$ cat src/rtl/water_flow_supervisor.sv
// Fill/drain/hold water-level watchdog with sticky coded error and explicit clear.
// Optional build macro LEVEL_FILTER_EN averages consecutive sensor samples before all checks.
module water_flow_supervisor #(
  parameter int unsigned LEVEL_W    = 10,
  parameter int unsigned THRESHOLD  = 10,
  parameter int unsigned TIME_LIMIT = 5,
  parameter int unsigned MAX_LEVEL  = 1000,
  localparam int unsigned CNT_W     = $clog2(TIME_LIMIT + 1)
) (
  input  logic               clk,
  input  logic               reset,
  input  logic [LEVEL_W-1:0] water_level_sensor,
  input  logic [1:0]         mode,
  input  logic               error_clear,
  output logic               error_flag,
  output logic [2:0]         error_code,
  output logic               progress,
  output logic [CNT_W-1:0]   stall_count
);

  localparam logic [1:0] ModeIdle  = 2'b00;
  localparam logic [1:0] ModeFill  = 2'b01;
  localparam logic [1:0] ModeDrain = 2'b10;
  localparam logic [1:0] ModeHold  = 2'b11;

  localparam logic [LEVEL_W:0] Thr    = (LEVEL_W + 1)'(THRESHOLD);
  localparam logic [LEVEL_W:0] MaxLvl = (LEVEL_W + 1)'(MAX_LEVEL);
  localparam logic [LEVEL_W:0] FullSc = {1'b0, {LEVEL_W{1'b1}}};
  localparam logic [CNT_W-1:0] TLim   = CNT_W'(TIME_LIMIT);

  typedef enum logic [1:0] {StIdle, StMonitor, StError} state_e;

  state_e             state_q, state_d;
  logic [LEVEL_W-1:0] baseline_q, baseline_d;
  logic [1:0]         mode_q, mode_d;
  logic [CNT_W-1:0]   cnt_q, cnt_d;
  logic               flag_q, flag_d;
  logic [2:0]         code_q, code_d;
  logic               prog_q, prog_d;

  logic [LEVEL_W-1:0] level;

`ifdef LEVEL_FILTER_EN
  logic [LEVEL_W-1:0] s_prev;
  logic [LEVEL_W:0]   filt_sum;

  always_ff @(posedge clk) begin
    if (reset) s_prev <= water_level_sensor;
    else       s_prev <= water_level_sensor;
  end

  // Two-sample average rejects single-cycle spikes.
  assign filt_sum = {1'b0, water_level_sensor} + {1'b0, s_prev};
  assign level    = filt_sum[LEVEL_W:1];
`else
  assign level = water_level_sensor;
`endif

  // All arithmetic is one bit wider than the level so nothing wraps.
  logic [LEVEL_W:0] level_x, base_x, add_raw, up_lim, dn_lim, dev;
  logic             overflow, fill_prog, drain_prog, hold_viol, mode_chg, stall, timeout;

  always_comb begin
    level_x = {1'b0, level};
    base_x  = {1'b0, baseline_q};
    add_raw = base_x + Thr;
    up_lim  = (add_raw > FullSc) ? FullSc : add_raw;
    dn_lim  = (base_x >= Thr) ? (base_x - Thr) : '0;
    dev     = (level_x >= base_x) ? (level_x - base_x) : (base_x - level_x);

    overflow   = level_x >= MaxLvl;
    fill_prog  = level_x > up_lim;
    drain_prog = level_x < dn_lim;
    hold_viol  = dev > Thr;
    mode_chg   = mode != mode_q;

    stall = (mode != ModeIdle) && !mode_chg &&
            (((mode_q == ModeFill) && !fill_prog) ||
             ((mode_q == ModeDrain) && !drain_prog) ||
             ((mode_q == ModeHold) && hold_viol));
    timeout = stall && (cnt_q >= TLim);
  end

  always_ff @(posedge clk) begin
    if (reset) state_q <= StIdle;
    else       state_q <= state_d;
  end

  always_comb begin
    state_d = state_q;
    unique case (state_q)
      StIdle:    if (mode != ModeIdle) state_d = StMonitor;
      StMonitor: begin
        if (overflow || timeout)    state_d = StError;
        else if (mode == ModeIdle)  state_d = StIdle;
      end
      StError:   if (error_clear) state_d = StIdle;
      default:   state_d = StIdle;
    endcase
  end

  always_comb begin
    baseline_d = baseline_q;
    mode_d     = mode_q;
    cnt_d      = cnt_q;
    flag_d     = flag_q;
    code_d     = code_q;
    prog_d     = 1'b0;
    unique case (state_q)
      StIdle: begin
        baseline_d = level;
        cnt_d      = '0;
        if (mode != ModeIdle) mode_d = mode;
      end
      StMonitor: begin
        if (overflow) begin
          flag_d = 1'b1;
          code_d = 3'd4;
        end else if (mode == ModeIdle) begin
          // Leave; IDLE reloads baseline and counter.
        end else if (mode_chg) begin
          baseline_d = level;
          cnt_d      = '0;
          mode_d     = mode;
        end else if (stall) begin
          if (timeout) begin
            flag_d = 1'b1;
            unique case (mode_q)
              ModeFill:  code_d = 3'd1;
              ModeDrain: code_d = 3'd2;
              default:   code_d = 3'd3;
            endcase
          end else begin
            cnt_d = cnt_q + 1'b1;
          end
        end else if (mode_q == ModeHold) begin
          cnt_d = '0;
        end else begin
          baseline_d = level;
          cnt_d      = '0;
          prog_d     = 1'b1;
        end
      end
      StError: begin
        if (error_clear) begin
          flag_d     = 1'b0;
          code_d     = 3'd0;
          cnt_d      = '0;
          baseline_d = level;
        end
      end
      default: ;
    endcase
  end

  always_ff @(posedge clk) begin
    if (reset) begin
      baseline_q <= water_level_sensor;
      mode_q     <= ModeIdle;
      cnt_q      <= '0;
      flag_q     <= 1'b0;
      code_q     <= 3'd0;
      prog_q     <= 1'b0;
    end else begin
      baseline_q <= baseline_d;
      mode_q     <= mode_d;
      cnt_q      <= cnt_d;
      flag_q     <= flag_d;
      code_q     <= code_d;
      prog_q     <= prog_d;
    end
  end

  assign error_flag  = flag_q;
  assign error_code  = code_q;
  assign progress    = prog_q;
  assign stall_count = cnt_q;

endmodule

$ cat config.mk
export PLATFORM = sky130hd
export DESIGN_NAME = water_flow_supervisor
export DESIGN_NICKNAME = d
export VERILOG_FILES = /design/src/rtl/water_flow_supervisor.sv
export SDC_FILE = /design/constraint.sdc
export NUM_CORES = 1
export LEC_CHECK = 0
export ABC_AREA = 1
export BUFFER_PORTS_ARGS = -buffer_cell sky130_fd_sc_hd__buf_2
export CORE_UTILIZATION = 38
export CTS_CLUSTER_DIAMETER = 200
export CTS_CLUSTER_SIZE = 25
export DETAILED_ROUTE_END_ITERATION = 10
export PLACE_DENSITY = 0.53
export SYNTH_ARGS = -nofsm -noshare
export SYNTH_HDL_FRONTEND = slang
export SYNTH_SLANG_ARGS = --single-unit
$ cat constraint.sdc
create_clock -name clk -period 3.9 [get_ports clk]
set_clock_uncertainty 0.1 [all_clocks]
set_input_delay 0.39 -clock clk [delete_from_list [all_inputs] [get_ports clk]]
set_output_delay 0.39 -clock clk [all_outputs]
set_load 0.03 [all_outputs]
==> results of run 1 <==
## per-layer routing
layer | wire length (um) | vias up
met5 | 0 | -
li1 | - | 1751
met4 | 93 | 0
met3 | 133 | 7
met2 | 4000 | 32
met1 | 4550 | 1485
## worst register-to-register path, stage by stage, from the launching register on
cell and delay (ns):
edfxtp_1 0.42, ha_1 0.26, nor2_2 0.13, nor2_1 0.07, xor2_1 0.16, nor4_2 0.30
a21oi_2 0.12, buf_4 0.15, nand2_1 0.05, inv_1 0.04, ha_1 0.25, nand2_1 0.08
nor4b_1 0.29, nand2_1 0.08, a21oi_1 0.17, a21oi_2 0.06, nand2_2 0.07, nand2_1 0.06
a21oi_1 0.13, nand2_1 0.06, nand2_1 0.12, nand2_4 0.11
## where the power goes
group / internal [mW] / switching (mW)
clock network: 0.112 / 0.0830
registers: 0.254 / 0.0143
logic: 0.164 / 0.288
total: 0.529 / 0.386
## cell usage after synthesis
cell type | number | area share (%)
nand3b_1 | 1 | 0.23
o31ai_1 | 1 | 0.23
fa_1 | 2 | 1.2
nor2_1 | 45 | 5.2
o21ai_0 | 15 | 2.3
o21ai_1 | 1 | 0.15
a211oi_1 | 1 | 0.23
nor3_1 | 9 | 1.4
nand3_1 | 44 | 6.8
buf_1 | 1 | 0.12
buf_2 | 1 | 0.15
nand2_1 | 158 | 18
a21oi_2 | 5 | 1.4
xor2_1 | 11 | 3.0
a31oi_1 | 1 | 0.19
nand2_4 | 1 | 0.35
clkinv_1 | 1 | 0.12
nor4b_1 | 1 | 0.27
or2_2 | 1 | 0.19
clkinv_2 | 1 | 0.15
nand2_8 | 1 | 0.62
nor2_2 | 2 | 0.39
o21bai_1 | 2 | 0.46
buf_4 | 1 | 0.23
o2111ai_1 | 2 | 0.54
ha_1 | 44 | 17
nand3_2 | 1 | 0.31
nand3_4 | 1 | 0.54
inv_2 | 6 | 0.70
nor4_1 | 1 | 0.19
edfxtp_1 | 10 | 9.3
a21oi_1 | 28 | 4.3
nor2_4 | 2 | 0.70
a21oi_4 | 1 | 0.50
nand4_1 | 10 | 1.9
a21o_1 | 1 | 0.23
xnor2_1 | 2 | 0.54
nand2_2 | 10 | 1.9
dfxtp_1 | 12 | 7.4
or2_4 | 1 | 0.27
inv_1 | 83 | 9.6
## per-stage QoR
| stage | setup slack [ns] | util [%] | hold slack, ns | instance area [um2] | std cells |
|---|---|---|---|---|---|
| finish | 0.360 | 44.6 | 0.260 | 3660 | 664 |
| floorplan | 0.233 | - | 0.389 | 3230 | 522 |
| detailed placement | 0.0862 | 43.2 | 0.355 | 3550 | 659 |
| global placement | 0.168 | 43.2 | 0.352 | 3550 | 659 |
| CTS | 0.0510 | 44.0 | 0.250 | 3620 | 663 |
| global route | 0.0106 | 44.6 | 0.260 | 3660 | 664 |
## worst max path at each step
stage                            startpoint                       to  depth (start not counted)
floorplan           baseline_q[1]$_DFFE_PP_  baseline_q[0]$_DFFE_PP_                         25
global placement    baseline_q[1]$_DFFE_PP_  baseline_q[8]$_DFFE_PP_                         23
detailed placement  baseline_q[1]$_DFFE_PP_  baseline_q[9]$_DFFE_PP_                         23
CTS                 baseline_q[1]$_DFFE_PP_  baseline_q[9]$_DFFE_PP_                         23
global route        baseline_q[1]$_DFFE_PP_  baseline_q[4]$_DFFE_PP_                         23
finish              baseline_q[1]$_DFFE_PP_  baseline_q[7]$_DFFE_PP_                         21
## flip-flops by register name, indices dropped and copies added, names as in the netlist
signal,count
progress,1
stall_count,3
state_q,2
mode_q,2
error_flag,1
baseline_q,10
error_code,3
## timing repair
| action | in CTS | in global routing |
|---|---|---|
| setup buffers | 0 | 1 |
| resized for setup | 0 | 11 |
| endpoints found under the setup margin | 0 | 19 |
## logic make-up after synthesis
kind of cell | count (synthesis) | share of synthesized area [%]
adders and majority gates | 46 | 18.3
and+or+nand+nor | 289 | 39.8
xor gates and xnor gates | 13 | 3.53
DFF | 22 | 16.7
buffers and inverters | 94 | 11.1
AOI/OAI and AO/OA | 58 | 10.6
## cell type report
class	count	area, um2	share of cell area [%]
multi-input combinational	406	2370	64.6
tap	105	131	3.58
inverter	91	343	9.35
timing repair buffer	36	215	5.87
sequential	22	541	14.7
clock buffer	4	66.3	1.81
==> impl_metrics.json, run 1 <==
{
  "status": "complete, no violations",
  "crit_path_frequent_cell": "nand2_1",
  "holdPathEnd": "baseline_q[0]$_DFFE_PP_",
  "reg2reg_from": "baseline_q[1]$_DFFE_PP_",
  "startpoint_type": "flip-flop",
  "final_hold_viol_count": 0,
  "grt_pass1_vias": 3038,
  "drt-total-wl_mm": 8.77,
  "rsz0062_at_grt": "false",
  "max_freq_mhz": 283,
  "ys_seq_area_share_pct": 16.7,
  "antenna_found_initial": 0,
  "postSynthAreaPerCell_um2": 6.19,
  "worstPathBufferInverterCount": 2,
  "synth_cells": 522,
  "die_w_um": 94.2,
  "grt_pass1_wl_mm": 14.4,
  "area_growth_syn_to_layout_pct": 13.5,
  "h-tree-depth": 1,
  "arrival_ns": 3.45,
  "core_um2": 8220,
  "critPathRequiredTime_ns": 3.81,
  "cp_slowest_cell": "edfxtp_1",
  "globalRoute.totalOverflow": 0,
  "antenna_cells": 0,
  "fp.dieH_um": 94.2,
  "leakage_nw": 2.05,
  "grt_max_degree": 14,
  "period_minus_slack_ns": 3.54,
  "setup_violations": 0,
  "setup-tns-final_ns": 0,
  "rows": 33,
  "cts_buffers": 3,
  "drt_iter0_drc": 134,
  "grt_util_met2_pct": 34.7,
  "cts_root_buf": "clkbuf_8",
  "gr-usage-met3_pct": 1.21,
  "synth_fp_nets": 583,
  "critical_path_class": "reg2reg",
  "irDropWorstVdd_v": 0.000149,
  "post_synth_num_cell_types": 41,
  "drive_above_1_share_pct": 14.7,
  "tightest_slew_ns": 0.604,
  "fillers": 892,
  "track_usage_pct": 20.8,
  "r2r_cells": 21,
  "clock_latency_ns": 0.28,
  "ys_warn_count": 0,
  "route.detailed.drc": 0,
  "path_clk_slew_ns": 0.09,
  "crit_path_max_incr_delay_ns": 0.42,
  "reg2reg_slack_ns": 0.36,
  "hold_start": "water_level_sensor[0]",
  "cts_max_path_buffers": 2,
  "final_common_cell": "nand2_1",
  "clock_sinks": 22,
  "finalMaxSlewViolations": 0,
  "die_area_um2": 8870,
  "grt_use_met1_pct": 29.4,
  "power_mw": 0.915,
  "holdBufCountCts": 0,
  "via_count": 3275,
  "place.gp.congestion": 0.894,
  "maxCapViolCount": 0,
  "busiest_layer": "met2",
  "start_util_pct": 39.3,
  "worstHoldPathType": "in2reg",
  "hold_depth": 1,
  "drtAntennaViolNets": 0,
  "place_hpwl_mm": 7.40,
  "cp-end-kind": "flip-flop",
  "wl_per_cell_um": 13.2,
  "finalCritPeriodShare_pct": 90.8,
  "cts_tree": "yes",
  "final_nets": 621,
  "worstReg2RegEnd": "baseline_q[7]$_DFFE_PP_",
  "syn_area_um2": 3230,
  "powerDensity_nw_per_um2": 250,
  "viasPerCell": 4.93,
  "slew_headroom_pct": 59.7,
  "portBuffers": 22,
  "crit_path_max_fanout": 10,
  "ioPinCount": 23,
  "synth-seq-cells": 22,
  "crit_family": "simple AND/OR/NAND/NOR gates",
  "path_cells": "ha_1, nor2_2, nor2_1, xor2_1, nor4_2, a21oi_2, buf_4, nand2_1, inv_1, ha_1, nand2_1, nor4b_1, nand2_1, a21oi_1, a21oi_2, nand2_2, nand2_1, a21oi_1, nand2_1, nand2_1, nand2_4",
  "drtPass1Iterations": 4,
  "layout_common_cells": "nand2_1, inv_1, nand3_1, ha_1, nor2_1"
}
No activity file was read; power rests on OpenSTA's default activity.
==> run 2, diff against run 1 <==
- BUFFER_PORTS_ARGS: -buffer_cell sky130_fd_sc_hd__buf_2 -> -buffer_cell sky130_fd_sc_hd__clkbuf_2
==> run 2 against run 1 <==
Critical path type unchanged; largest cell class unchanged; via count decreased by 0.15%; maximum frequency down 2.4%; sequential share of layout area about the same.
==> impl_metrics.json, run 2 (synthesized netlist as in run 1, its figures left out) <==
{
  "final_nets": 622,
  "period_minus_slack_ns": 3.62,
  "crit_path_max_fanout": 10,
  "worstReg2RegEnd": "baseline_q[8]$_DFFE_PP_",
  "drt-total-wl_mm": 8.81,
  "cts_root_buf": "clkbuf_8",
  "drtAntennaViolNets": 0,
  "largest-register": "baseline_q",
  "start_util_pct": 39.3,
  "wl_per_cell_um": 13.2,
  "core_um2": 8220,
  "setup-tns-final_ns": 0,
  "grt_max_degree": 14,
  "place.gp.congestion": 0.900,
  "die_w_um": 94.2,
  "power_mw": 0.912,
  "rows": 33,
  "reg2reg_slack_ns": 0.28,
  "critPathRequiredTime_ns": 3.80,
  "route.detailed.drc": 0,
  "reg2reg_from": "baseline_q[1]$_DFFE_PP_",
  "viasPerCell": 4.92,
  "setup_violations": 0,
  "arrival_ns": 3.53,
  "clock_latency_ns": 0.27,
  "irDropWorstVdd_v": 0.000129,
  "tightest_slew_ns": 0.612,
  "drive_above_1_share_pct": 14.3,
  "antenna_cells": 0,
  "maxCapViolCount": 0,
  "whs_ns": 0.261,
  "antenna_found_initial": 0,
  "cts_buffers": 3,
  "globalRoute.totalOverflow": 0,
  "startpoint_type": "flip-flop",
  "design_area_um2": 3670,
  "die_area_um2": 8870,
  "worstHoldPathType": "in2reg",
  "via_count": 3270,
  "ioPinCount": 23,
  "final_hold_viol_count": 0,
  "crit_start": "baseline_q[1]$_DFFE_PP_",
  "finalWorstSetupSlack_ns": 0.275,
  "cts_max_path_buffers": 2,
  "clock_sinks": 22,
  "layout_common_cells": "nand2_1, inv_1, nand3_1, nor2_1, ha_1",
  "h-tree-depth": 1,
  "portBuffers": 22,
  "largest_reg_flops": 10,
  "r2r_cells": 25,
  "final_common_cell": "nand2_1",
  "drtPass1Iterations": 4,
  "place_hpwl_mm": 7.46,
  "finalMaxSlewViolations": 0,
  "cts_tree": "yes",
  "cp-end-kind": "flip-flop",
  "finalCritPeriodShare_pct": 92.9,
  "post_dp_cell_area_um2": 3560,
  "drt_iter0_drc": 82,
  "powerDensity_nw_per_um2": 249,
  "area_growth_syn_to_layout_pct": 13.5,
  "status": "complete, no violations",
  "holdBufCountCts": 0,
  "leakage_nw": 2.05,
  "max_freq_mhz": 276,
  "path_clk_slew_ns": 0.09,
  "critical_path_class": "reg2reg",
  "grt_pass1_wl_mm": 14.3,
  "dp_slack_ns": 0.0865,
  "fp.dieH_um": 94.2,
  "track_usage_pct": 20.8,
  "grt_pass1_vias": 2943,
  "critPathCapture": "baseline_q[8]$_DFFE_PP_",
  "slew_headroom_pct": 59.2
}
## run 2: what timing repair did
item / CTS / global route
gates resized for setup: 0 / 8
endpoints found under the setup margin: 0 / 12
setup buffers: 0 / 1
hold endpoints to repair: 0 / 0
## run 2: layer usage
metal	vias up	part of all wire [%]	track usage, %
met3	5	1.4	1.46
li1	1743	-	-
met5	-	0	0
met4	0	0.76	3.85
met1	1493	51	29.8
met2	29	47	34.1
## run 2: worst max-delay path, cell delays in order, from the launching register on
cell	delay, ns
edfxtp_1	0.38
inv_1	0.08
o21ai_1	0.20
nand3_1	0.11
nor2_1	0.16
nand2_1	0.13
xor2_2	0.18
nand2_1	0.07
nor2_1	0.13
a21oi_2	0.08
inv_1	0.13
nor2_1	0.06
ha_1	0.26
nand2_1	0.04
inv_1	0.08
nand3_1	0.07
nor4b_1	0.23
nand2_1	0.08
a21oi_1	0.17
a21oi_2	0.06
nand2_2	0.07
nand2_1	0.07
a21oi_1	0.13
nand2_1	0.06
nand2_1	0.12
nand2_4	0.11
## run 2: worst min-delay path by stage
| stage | startpoint | endpoint | slack, ns | depth (start not counted) |
|---|---|---|---|---|
| finish | water_level_sensor[0] | baseline_q[0]$_DFFE_PP_ | 0.26 | 1 |
| CTS | water_level_sensor[0] | baseline_q[0]$_DFFE_PP_ | 0.26 | 1 |
| global placement | error_code[0]$_SDFFE_PP0P_ | error_code[0]$_SDFFE_PP0P_ | 0.35 | 2 |
| global route | water_level_sensor[0] | baseline_q[0]$_DFFE_PP_ | 0.26 | 1 |
| floorplan | water_level_sensor[0] | baseline_q[0]$_DFFE_PP_ | 0.39 | 0 |
| detailed placement | error_code[0]$_SDFFE_PP0P_ | error_code[0]$_SDFFE_PP0P_ | 0.36 | 2 |
## run 2: final cells by class
cell class / instances / area, um2
Clock buffer: 4 / 66.3
Fill cell: 893 / 4550
Inverter: 91 / 343
Multi-Input combinational cell: 406 / 2360
Sequential cell: 22 / 541
Tap cell: 105 / 131
Timing Repair Buffer: 37 / 223
## run 2: power by group
group	leakage, nW	internal, mW	switching [mW]
Combinational	1.81	0.164	0.288
Sequential	0.203	0.254	0.0141
Clock	0.0339	0.112	0.0809
## run 2: stage by stage
stage	instances	utilization [%]
floorplan	522	-
global placement	660	43.3
detailed placement	660	43.3
CTS	664	44.1
global route	665	44.6
finish	665	44.6
